[src/rtl/fxp_pkg.sv]
// Shared definitions for the fixed-point divide stream.
// Contents:
//   div_tag_t     sideband carried alongside the divider pipeline
//   fxp_div_lat   pipeline depth of pipe_FixedPointDiv for a given quotient format
//   fxp_sat_max   most positive two's-complement code of a w-bit word
//   fxp_sat_min   most negative two's-complement code of a w-bit word
package fxp_pkg;

   typedef struct packed {
      logic vld;    // slot holds an accepted operand pair
      logic dz;     // divisor was exactly zero
      logic dsgn;   // dividend sign, picks the saturation direction on divide-by-zero
   } div_tag_t;

   function automatic int fxp_div_lat(input int woi, input int wof);
      return woi + wof + 3;
   endfunction

   function automatic logic [63:0] fxp_sat_max(input int w);
      return (64'd1 << (w - 1)) - 64'd1;
   endfunction

   function automatic logic [63:0] fxp_sat_min(input int w);
      return 64'd1 << (w - 1);
   endfunction

endpackage

[src/rtl/fxp_div_stream_div.sv]
// pipe_FixedPointDiv: fixed-latency signed fixed-point divider, no stall.
// A new operand pair may be presented every cycle; its result appears on
// quot/overflow exactly fxp_div_lat(WOI, WOF) clock edges later.
// Arithmetic: sign-magnitude restoring division producing one extra
// quotient bit below the LSB, then round-half-away-from-zero (ROUND=1)
// or truncate toward zero (ROUND=0), then saturate to the output format.
// Ports:
//   clk, rst      clock, asynchronous active-high reset
//   dividend      signed Q(WIIA).(WIFA)
//   divisor       signed Q(WIIB).(WIFB)
//   quot          signed Q(WOI).(WOF)
//   overflow      quotient saturated (a zero divisor always lands here too)
module pipe_FixedPointDiv
   import fxp_pkg::*;
#(
   parameter int WIIA  = 8,
   parameter int WIFA  = 8,
   parameter int WIIB  = 8,
   parameter int WIFB  = 8,
   parameter int WOI   = 8,
   parameter int WOF   = 8,
   parameter int ROUND = 1
) (
   input  logic                   clk,
   input  logic                   rst,
   input  logic [WIIA+WIFA-1:0]   dividend,
   input  logic [WIIB+WIFB-1:0]   divisor,
   output logic [WOI+WOF-1:0]     quot,
   output logic                   overflow
);

   localparam int WA = WIIA + WIFA;
   localparam int WB = WIIB + WIFB;
   localparam int W  = WOI + WOF;
   // quotient LSB weight relative to dividend/divisor LSB weights
   localparam int S  = WOF - WIFA + WIFB;
   localparam int SP = (S < 0) ? 0 : S;
   // one iteration per quotient bit plus the rounding bit
   localparam int NS = W + 1;
   localparam int RW = WA + SP + WB + W + 2;

   localparam logic [W-1:0] Q_MAX   = W'(fxp_sat_max(W));
   localparam logic [W-1:0] Q_MIN   = W'(fxp_sat_min(W));
   localparam logic [W:0]   POS_LIM = {1'b0, Q_MAX};
   localparam logic [W:0]   NEG_LIM = {1'b0, Q_MIN};

   if (S < 0) begin : g_fmt_chk
      $error("pipe_FixedPointDiv: WOF - WIFA + WIFB must be >= 0");
   end

   logic [WA-1:0] a_mag;
   logic [WB-1:0] b_mag;
   logic [RW-1:0] rem_init;
   logic          ovf_init;

   logic [RW-1:0] rem_q [0:NS];
   logic [WB-1:0] den_q [0:NS];
   logic [W:0]    quo_q [0:NS];
   logic          neg_q [0:NS];
   logic          ovf_q [0:NS];

   logic [RW-1:0] rem_n [1:NS];
   logic [W:0]    quo_n [1:NS];

   logic [W-1:0]  q_half;
   logic          round_bit;
   logic [W:0]    mag;
   logic          ovf_n;
   logic [W-1:0]  quot_n;

   // Remainder starts as 2*|a|*2^S so the last iteration yields the bit
   // just below the quotient LSB. If the quotient cannot fit in W+1 bits
   // it is flagged here and the iterations' output is ignored.
   always_comb begin
      a_mag    = dividend[WA-1] ? (~dividend + WA'(1)) : dividend;
      b_mag    = divisor[WB-1]  ? (~divisor  + WB'(1)) : divisor;
      rem_init = RW'(a_mag) << (SP + 1);
      ovf_init = rem_init >= (RW'(b_mag) << (W + 1));
   end

   always_comb begin
      for (int k = 1; k <= NS; k++) begin
         rem_n[k] = rem_q[k-1];
         quo_n[k] = {quo_q[k-1][W-1:0], 1'b0};
         if (rem_q[k-1] >= (RW'(den_q[k-1]) << (NS - k))) begin
            rem_n[k]    = rem_q[k-1] - (RW'(den_q[k-1]) << (NS - k));
            quo_n[k][0] = 1'b1;
         end
      end
   end

   // quo_q[NS] = floor(2*|a|/|b|); rounding adds its LSB back to the half.
   always_comb begin
      q_half    = quo_q[NS][W:1];
      round_bit = (ROUND != 0) & quo_q[NS][0];
      mag       = {1'b0, q_half} + {{W{1'b0}}, round_bit};
      ovf_n     = ovf_q[NS] | (neg_q[NS] ? (mag > NEG_LIM) : (mag > POS_LIM));
      if (ovf_n) begin
         quot_n = neg_q[NS] ? Q_MIN : Q_MAX;
      end else begin
         quot_n = neg_q[NS] ? (~mag[W-1:0] + W'(1)) : mag[W-1:0];
      end
   end

   always_ff @(posedge clk or posedge rst) begin
      if (rst) begin
         for (int k = 0; k <= NS; k++) begin
            rem_q[k] <= '0;
            den_q[k] <= '0;
            quo_q[k] <= '0;
            neg_q[k] <= 1'b0;
            ovf_q[k] <= 1'b0;
         end
         quot     <= '0;
         overflow <= 1'b0;
      end else begin
         rem_q[0] <= rem_init;
         den_q[0] <= b_mag;
         quo_q[0] <= '0;
         neg_q[0] <= dividend[WA-1] ^ divisor[WB-1];
         ovf_q[0] <= ovf_init;
         for (int k = 1; k <= NS; k++) begin
            rem_q[k] <= rem_n[k];
            den_q[k] <= den_q[k-1];
            quo_q[k] <= quo_n[k];
            neg_q[k] <= neg_q[k-1];
            ovf_q[k] <= ovf_q[k-1];
         end
         quot     <= quot_n;
         overflow <= ovf_n;
      end
   end

endmodule

[src/rtl/fxp_div_stream.sv]
// fxp_div_stream: valid/ready wrapper around pipe_FixedPointDiv.
// Operands are admitted only while a result slot is guaranteed (occ counts
// items in flight plus items queued), so the divider never stalls and the
// output FIFO can never overflow. Divide-by-zero is detected at the input,
// carried alongside the pipeline and overrides the divider result.
// Ports:
//   clk, rst                         clock, asynchronous active-high reset
//   in_valid/in_ready                operand handshake
//   in_dividend, in_divisor          signed operands
//   out_valid/out_ready              result handshake (show-ahead FIFO head)
//   out_quot, out_overflow, out_divzero   result fields, zero while out_valid=0
module fxp_div_stream
   import fxp_pkg::*;
#(
   parameter int WIIA  = 8,
   parameter int WIFA  = 8,
   parameter int WIIB  = 8,
   parameter int WIFB  = 8,
   parameter int WOI   = 8,
   parameter int WOF   = 8,
   parameter int ROUND = 1,
   parameter int DEPTH = 32
) (
   input  logic                   clk,
   input  logic                   rst,
   input  logic                   in_valid,
   output logic                   in_ready,
   input  logic [WIIA+WIFA-1:0]   in_dividend,
   input  logic [WIIB+WIFB-1:0]   in_divisor,
   output logic                   out_valid,
   input  logic                   out_ready,
   output logic [WOI+WOF-1:0]     out_quot,
   output logic                   out_overflow,
   output logic                   out_divzero
);

   localparam int WA  = WIIA + WIFA;
   localparam int W   = WOI + WOF;
   localparam int LAT = fxp_div_lat(WOI, WOF);
   localparam int PW  = (DEPTH > 1) ? $clog2(DEPTH) : 1;
   localparam int CW  = (DEPTH > 0) ? $clog2(DEPTH + 1) : 1;

   localparam logic [W-1:0] Q_MAX = W'(fxp_sat_max(W));
   localparam logic [W-1:0] Q_MIN = W'(fxp_sat_min(W));

   if (DEPTH < 1) begin : g_depth_chk
      $error("fxp_div_stream: DEPTH must be >= 1");
   end

   typedef struct packed {
      logic         ovf;
      logic         dz;
      logic [W-1:0] quot;
   } fifo_entry_t;

   logic                 accept;
   logic                 pop;
   logic                 fifo_wr;
   logic [CW-1:0]        occ;
   logic [CW-1:0]        count;
   logic [PW-1:0]        wptr;
   logic [PW-1:0]        rptr;
   div_tag_t [LAT-1:0]   tag_q;
   div_tag_t             tail;
   logic [W-1:0]         div_quot;
   logic                 div_ovf;
   fifo_entry_t          wr_entry;
   fifo_entry_t          head;
   fifo_entry_t          mem [0:DEPTH-1];

   function automatic logic [PW-1:0] ptr_inc(input logic [PW-1:0] p);
      return (p == PW'(DEPTH - 1)) ? '0 : p + PW'(1);
   endfunction

   assign in_ready  = (occ < CW'(DEPTH));
   assign accept    = in_valid & in_ready;
   assign out_valid = (count != '0);
   assign pop       = out_valid & out_ready;

   always_ff @(posedge clk or posedge rst) begin
      if (rst) begin
         occ <= '0;
      end else if (accept & ~pop) begin
         occ <= occ + CW'(1);
      end else if (pop & ~accept) begin
         occ <= occ - CW'(1);
      end
   end

   // The divider sees the input bus every cycle; the tag pipe decides
   // which of its results are real.
   pipe_FixedPointDiv #(
      .WIIA  (WIIA),
      .WIFA  (WIFA),
      .WIIB  (WIIB),
      .WIFB  (WIFB),
      .WOI   (WOI),
      .WOF   (WOF),
      .ROUND (ROUND)
   ) u_div (
      .clk      (clk),
      .rst      (rst),
      .dividend (in_dividend),
      .divisor  (in_divisor),
      .quot     (div_quot),
      .overflow (div_ovf)
   );

   always_ff @(posedge clk or posedge rst) begin
      if (rst) begin
         tag_q <= '0;
      end else begin
         tag_q[0] <= '{vld: accept, dz: (in_divisor == '0), dsgn: in_dividend[WA-1]};
         for (int k = 1; k < LAT; k++) begin
            tag_q[k] <= tag_q[k-1];
         end
      end
   end

   assign tail    = tag_q[LAT-1];
   assign fifo_wr = tail.vld;

   // A zero divisor saturates toward the dividend's sign, including 0/0.
   always_comb begin
      wr_entry.ovf  = div_ovf;
      wr_entry.dz   = 1'b0;
      wr_entry.quot = div_quot;
      if (tail.dz) begin
         wr_entry.ovf  = 1'b1;
         wr_entry.dz   = 1'b1;
         wr_entry.quot = tail.dsgn ? Q_MIN : Q_MAX;
      end
   end

   always_ff @(posedge clk) begin
      if (fifo_wr) begin
         mem[wptr] <= wr_entry;
      end
   end

   always_ff @(posedge clk or posedge rst) begin
      if (rst) begin
         wptr  <= '0;
         rptr  <= '0;
         count <= '0;
      end else begin
         if (fifo_wr) begin
            wptr <= ptr_inc(wptr);
         end
         if (pop) begin
            rptr <= ptr_inc(rptr);
         end
         if (fifo_wr & ~pop) begin
            count <= count + CW'(1);
         end else if (pop & ~fifo_wr) begin
            count <= count - CW'(1);
         end
      end
   end

   // Gate with out_valid so an empty FIFO shows zeros, not stale memory.
   assign head         = mem[rptr];
   assign out_quot     = out_valid ? head.quot : '0;
   assign out_overflow = out_valid & head.ovf;
   assign out_divzero  = out_valid & head.dz;

`ifndef SYNTHESIS
   a_no_write_when_full : assert property (@(posedge clk) disable iff (rst)
      !(fifo_wr && (count == CW'(DEPTH))));
`endif

endmodule

[config.mk]
export PLATFORM = sky130hd
export DESIGN_NAME = fxp_div_stream
export DESIGN_NICKNAME = d
export VERILOG_FILES = /design/src/rtl/fxp_pkg.sv /design/src/rtl/fxp_div_stream_div.sv /design/src/rtl/fxp_div_stream.sv
export SDC_FILE = /design/constraint.sdc
export NUM_CORES = 2
export LEC_CHECK = 0
export CAP_MARGIN = 10
export CORE_AREA = 2 2 441 443
export CTS_BUF_LIST = sky130_fd_sc_hd__clkbuf_8 sky130_fd_sc_hd__clkbuf_16
export DETAILED_ROUTE_END_ITERATION = 8
export DIE_AREA = 0 0 443 445
export DONT_BUFFER_PORTS = 1
export HOLD_SLACK_MARGIN = 0.06
export PLACE_DENSITY = 0.59
export SYNTH_ARGS = -nofsm -noshare
export SYNTH_HDL_FRONTEND = slang
export SYNTH_SLANG_ARGS = --single-unit
[constraint.sdc]
create_clock -name clk -period 47 [get_ports clk]
set_input_delay 4.7 -clock clk [delete_from_list [all_inputs] [get_ports clk]]
set_output_delay 4.7 -clock clk [all_outputs]
set_load 0.02 [all_outputs]
# Yosys cells after proc, flatten, opt, wreduce, memory -nomap -nowiden

Memory sizes are Yosys's and may differ from the RTL's.
Index checks and enable logic that the tools add are counted.

Bits in writable memories: 576
Memories kept: 1
Register bits after elaboration: 1,501
Output and inout port bits: 20

Memory list:

| name | depth | width | read ports | clocked after Yosys merged registers in | wr ports | RTL line             | text |
|---|---|---|---|---|---|---|---|
| mem  | 32    | 18    | 1          | 0                                       | 1        | fxp_div_stream.sv:69 | `fifo_entry_t mem [0:DEPTH-1];` |

Reduce and logical (&&, ||, !) cells: 4
Add/subtract/negate cells: 26
Equal/unequal tests: 2
Mux-type cells: 50
Bitwise operators: 16
$lt $le $gt $ge: 21

Operator list:

| operator         | number |
|---|---|
| $mux 58          | 16 |
| $mux 16          | 7 |
| $ge 58x16->1     | 1 |
| $ge 58x17->1     | 1 |
| $ge 58x18->1     | 1 |
| $ge 58x19->1     | 1 |
| $ge 58x20->1     | 1 |
| $ge 58x21->1     | 1 |
| $ge 58x22->1     | 1 |
| $ge 58x23->1     | 1 |
| $ge 58x24->1     | 1 |
| $ge 58x25->1     | 1 |
| $ge 58x26->1     | 1 |
| $ge 58x27->1     | 1 |
| $ge 58x28->1     | 1 |
| $ge 58x29->1     | 1 |
| $ge 58x30->1     | 1 |
| $ge 58x31->1     | 1 |
| $sub 58x17->58   | 1 |
| $sub 58x18->58   | 1 |
| $sub 58x19->58   | 1 |
| $sub 58x20->58   | 1 |
| $sub 58x21->58   | 1 |
| $sub 58x22->58   | 1 |
| 33 further kinds | 74 |

# Logic depth before layout (Yosys ltp)

Depth after elaboration: 6
Gate-level depth with buffers: 14
Mapped depth without buffers: 14

# Cells and area by module

From an unflattened synthesis, not the netlist that was laid out.

Cell total of the unflattened synthesis: 6,974
Area total of the unflattened synthesis: 86,111.3 um2

Modules (own cells, without submodules):

| module             | instances | cells each | sequential area each (um2) | area each (um2) |
|---|---|---|---|---|
| pipe_FixedPointDiv | 1         | 5,736      | 32,230.9                   | 60,994.7 |
| fxp_div_stream     | 1         | 1,238      | 19,273.5                   | 25,116.6 |

# Worst setup path before layout

Ideal clock, no wire load.

Path type: register -> output
Start point: register rptr[0]
End point: output port out_divzero
Stages on the path, launching flop included: 7
Data arrival time: 2.599 ns
Slack: 39.701 ns
Data required time: 42.300 ns
Buffers on the path: 2
Path through: dfrtp_1 > clkbuf_1 > buf_1 > mux4_2 > mux4_2 > mux2i_1 > nor2_1

Cells in the longest elaborated chain, start to end: 2

Ends and longest elaborated chain:

| element                  | RTL line              | text |
|---|---|---|
| start: declaration       | fxp_div_stream.sv:62  | `logic [PW-1:0] rptr;` |
| start signal: assignment | fxp_div_stream.sv:151 | `rptr <= ptr_inc(rptr);` |
| $mem_v2 32x18            | n/a                   |  |
| $and 1x1->1              | fxp_div_stream.sv:165 | `assign out_divzero = out_valid & head.dz;` |
| end: declaration         | fxp_div_stream.sv:34  | `output logic out_divzero` |

No other way between the ends.

# Worst setup path in the final report

Start point: register rptr[1]
End point: output port out_quot[11]

Cells in the longest elaborated chain, start to end: 2

Ends and longest elaborated chain:

| element          | RTL line              | text |
|---|---|---|
| $mem_v2 32x18    | n/a                   |  |
| $mux 16          | fxp_div_stream.sv:163 | `assign out_quot = out_valid ? head.quot : '0;` |
| end: declaration | fxp_div_stream.sv:32  | `output logic [WOI+WOF-1:0] out_quot,` |

No other way between the ends.

==> metrics.yaml <==
power:
  ir_drop_uv: 33.2
  p_per_area_mw_per_mm2: 61.4
  leakage_nw: 40.0
detailed_routing:
  wl_per_cell_microns: 19.4
  route.met3.wl_microns: 7220
  vias: 52317
  drt_iter0_drc: 3542
  routed_via_density: 5.41
  drt-pass1-iter-count: 6
  routed_wl_microns: 187000
  drt-met1-wl_microns: 75100
  post-route-drc-count: 0
  ant_nets: 0
  top_layer: "met4"
  met2_length_microns: 95600
layout:
  stdcell_count: 9662
  drive_gt1_share_pct: 11.4
  final_core_util_pct: 50.3
  fin_nets: 7317
  area_growth_pct: 11.9
min_path:
  hold_path_class: "flip-flop to flip-flop"
worst_setup_path:
  slowest_delay_ns: 0.81
  critical_path_class: "flip-flop to primary output"
  path_cells: "buf_4 > buf_4 > mux4_2 > mux4_2 > mux2i_1 > nor2_1"
  crit_path_top_delay_cell: "dfrtp_4"
  critPathLaunchType: "flip-flop"
  cp.arrival_ns: 4.99
  worst_ep_required_time_ns: 42.30
  cp_max_fo: 56
  end_kind: "primary output"
run_status:
  status: "finished, final reports clean"
timing:
  finalSetupTns_ns: 0
  rsz0062_at_grt: "no"
  skew_ns: 0.0517
  post-route-min-period_ns: 9.69
  maxSlewHeadroom_pct: 22.3
  finalHoldViolations: 0
  fmax_mhz: 103
  tightest_slew_ns: 1.17
  report.final.slew_viol_count: 0
  period_share_pct: 20.6
  setup_viol: 0
placement:
  hpwl_microns: 133000
  placed_cells: 9285
  io_buffers: 0
  routabilityCongestion: 0.939
clock_network:
  cts_tree: "built"
  insertion_delay_ns: 0.83
  cts_buffers: 198
  cts_setup_buffers: 0
  cts_buffer_depth: 3
  clock_sinks: 1943
  clk_pin_slew_ns: 0.06
  cts_root_buf: "clkbuf_16"
  cts_htree_levels: 4
  cts_hold_buf: 0
  cts_resized: 0
synth:
  synth.avg_cell_area_sq_um: 12.5
  postSynthNetCount: 7234
  async_reset_ff_share_pct: 70.4
  synth-edff-count: 576
  ys_seq_elements: 1943
  yosysSeqAreaShare_pct: 59.7
  ys_warn_count: 0
  syn_area_sq_mm: 0.0862
  syn_inst: 6884
  synth_cell_types: 107
  synthFlopType: "dfrtp_1"
floorplan:
  pin_count: 56
  std_cell_rows: 161
  fp.dieH_microns: 445
  die_area_sq_mm: 0.197
  coreArea_sq_mm: 0.192
  die_w_microns: 443
  start_util_pct: 44.9
grt:
  grt_pass1_vias: 53923
  gr-usage-all-layers_pct: 19.1
  grt_max_degree: 222
  antenna_found_initial: 1
  overflow: 0
  grt_pass1_wl_microns: 298000
job:
  drv_cap: 0
==> placed cells by master (no fill, tap or decap), types with 23 or more instances in the layout <==
| master | netlist | final |
|---|---|---|
| a211oi_1 | 37 | 36 |
| a21o_1 | 99 | 99 |
| a21oi_1 | 243 | 243 |
| a31oi_1 | 24 | 24 |
| and3_1 | 32 | 32 |
| buf_4 | 1 | 72 |
| clkbuf_16 | 0 | 203 |
| clkbuf_8 | 0 | 30 |
| clkinv_2 | 0 | 43 |
| dfrtp_1 | 1367 | 1363 |
| edfxtp_1 | 576 | 576 |
| ha_1 | 296 | 296 |
| inv_1 | 386 | 418 |
| mux2_2 | 43 | 43 |
| mux2i_1 | 31 | 31 |
| mux4_2 | 180 | 180 |
| nand2_1 | 433 | 433 |
| nand2b_1 | 81 | 81 |
| nand3_1 | 140 | 140 |
| nand3b_1 | 27 | 27 |
| nand4_1 | 78 | 78 |
| nand4b_1 | 23 | 23 |
| nor2_1 | 430 | 408 |
| nor2b_1 | 48 | 48 |
| nor3_1 | 236 | 224 |
| nor4_1 | 169 | 169 |
| o21a_1 | 46 | 46 |
| o21ai_0 | 328 | 313 |
| o31ai_1 | 49 | 49 |
| or2_2 | 47 | 47 |
| or3_1 | 101 | 101 |
| or4_1 | 71 | 71 |
| xnor2_1 | 310 | 310 |
| xor2_1 | 374 | 374 |
==> power breakdown <==
group / internal, mW / switching (mW)
logic: 0.797 / 1.08
registers: 2.12 / 0.321
clock network: 0.954 / 0.660
total: 3.87 / 2.06
==> sequential cells by signal (all words and copies together), names as in the netlist <==
| signal | cells |
|---|---|
| u_div.den_q | 272 |
| wptr | 5 |
| u_div.q_half | 16 |
| rptr | 5 |
| u_div.quo_n | 136 |
| fifo_wr | 1 |
| u_div.neg_q | 18 |
| occ | 6 |
| tag_q | 56 |
| u_div.quo_q | 1 |
| u_div.overflow | 1 |
| count | 6 |
| mem | 576 |
| u_div.ovf_q | 18 |
| u_div.quot | 16 |
| u_div.rem_q | 810 |
==> kinds of logic after synthesis <==
| logic type | share of synthesized area, % |
|---|---|
| flops | 59.7 |
| fa+ha+maj | 4.71 |
| mux | 5.64 |
| compound gates | 7.66 |
| simple gates | 12.7 |
| buf+inv | 2.64 |
| xor+xnor | 6.95 |
==> layer usage <==
layer  up-vias  global-route usage [%]
li1      24977                       -
met1     25833                    22.9
met2      1119                    33.7
met3       388                    2.66
met4         0                    9.49
met5         -                       0
==> final cells by class <==
class,count,area [sq um]
repair buffers,82,697
flip-flops and latches,1943,51500
diodes,4,10.0
multi-input cells,4352,32700
inverters,390,1470
clock inverters,132,1460
well taps,2526,3160
clock buffers,233,5490
fillers,16371,95500
==> per-stage QoR <==
stage	power, mW	hold slack, ns	worst slack [ns]	cell area, sq um
global route	6.29	0.317	36.44	96500
global placement	4.30	0.331	36.49	89400
finish	5.92	0.314	37.31	96500
detailed placement	4.34	0.335	36.32	89400
CTS	5.97	0.310	37.21	96400
floorplan	3.81	0.331	3.76	86200
==> synthesized netlist by cell type, types with 99 or more instances <==
| cell type | n | area, sq um |
|---|---|---|
| a21o_1 | 99 | 743 |
| a21oi_1 | 243 | 1220 |
| clkbuf_1 | 135 | 507 |
| dfrtp_1 | 1367 | 34200 |
| edfxtp_1 | 576 | 17300 |
| ha_1 | 296 | 3700 |
| inv_1 | 386 | 1450 |
| mux4_2 | 180 | 4050 |
| nand2_1 | 433 | 1630 |
| nand3_1 | 140 | 701 |
| nor2_1 | 430 | 1610 |
| nor3_1 | 236 | 1180 |
| nor4_1 | 169 | 1060 |
| o21ai_0 | 328 | 1640 |
| or3_1 | 101 | 632 |
| xnor2_1 | 310 | 2720 |
| xor2_1 | 374 | 3280 |
==> critical path: cells and delay by family (launching register included) <==
family,cells,cell delay (ns)
flops,1,0.81
mux,3,1.47
simple gates,1,0.25
buf+inv,2,1.53
==> worst paths after layout <==
kind | slack, ns | cells after the start | endpoint | start
worst max-delay path | 37.31 | 6 | out_quot[11] | rptr[1]$_DFFE_PP0P_
worst min-delay path | 0.31 | 0 | u_div.quo_n[19]$_DFF_PP0_ | u_div.quo_n[35]$_DFF_PP0_
min in group asynchronous | 3.82 | 1 | u_div.rem_q[995]$_DFF_PP0_ | rst
worst max register to register | 42.75 | 9 | u_div.rem_q[752]$_DFF_PP0_ | u_div.rem_q[768]$_DFF_PP0_
worst min register to register | 0.31 | 0 | u_div.quo_n[19]$_DFF_PP0_ | u_div.quo_n[35]$_DFF_PP0_
max in group asynchronous | 37.55 | 7 | u_div.den_q[69]$_DFF_PP0_ | rst
Power figures use the tool's default switching activity.
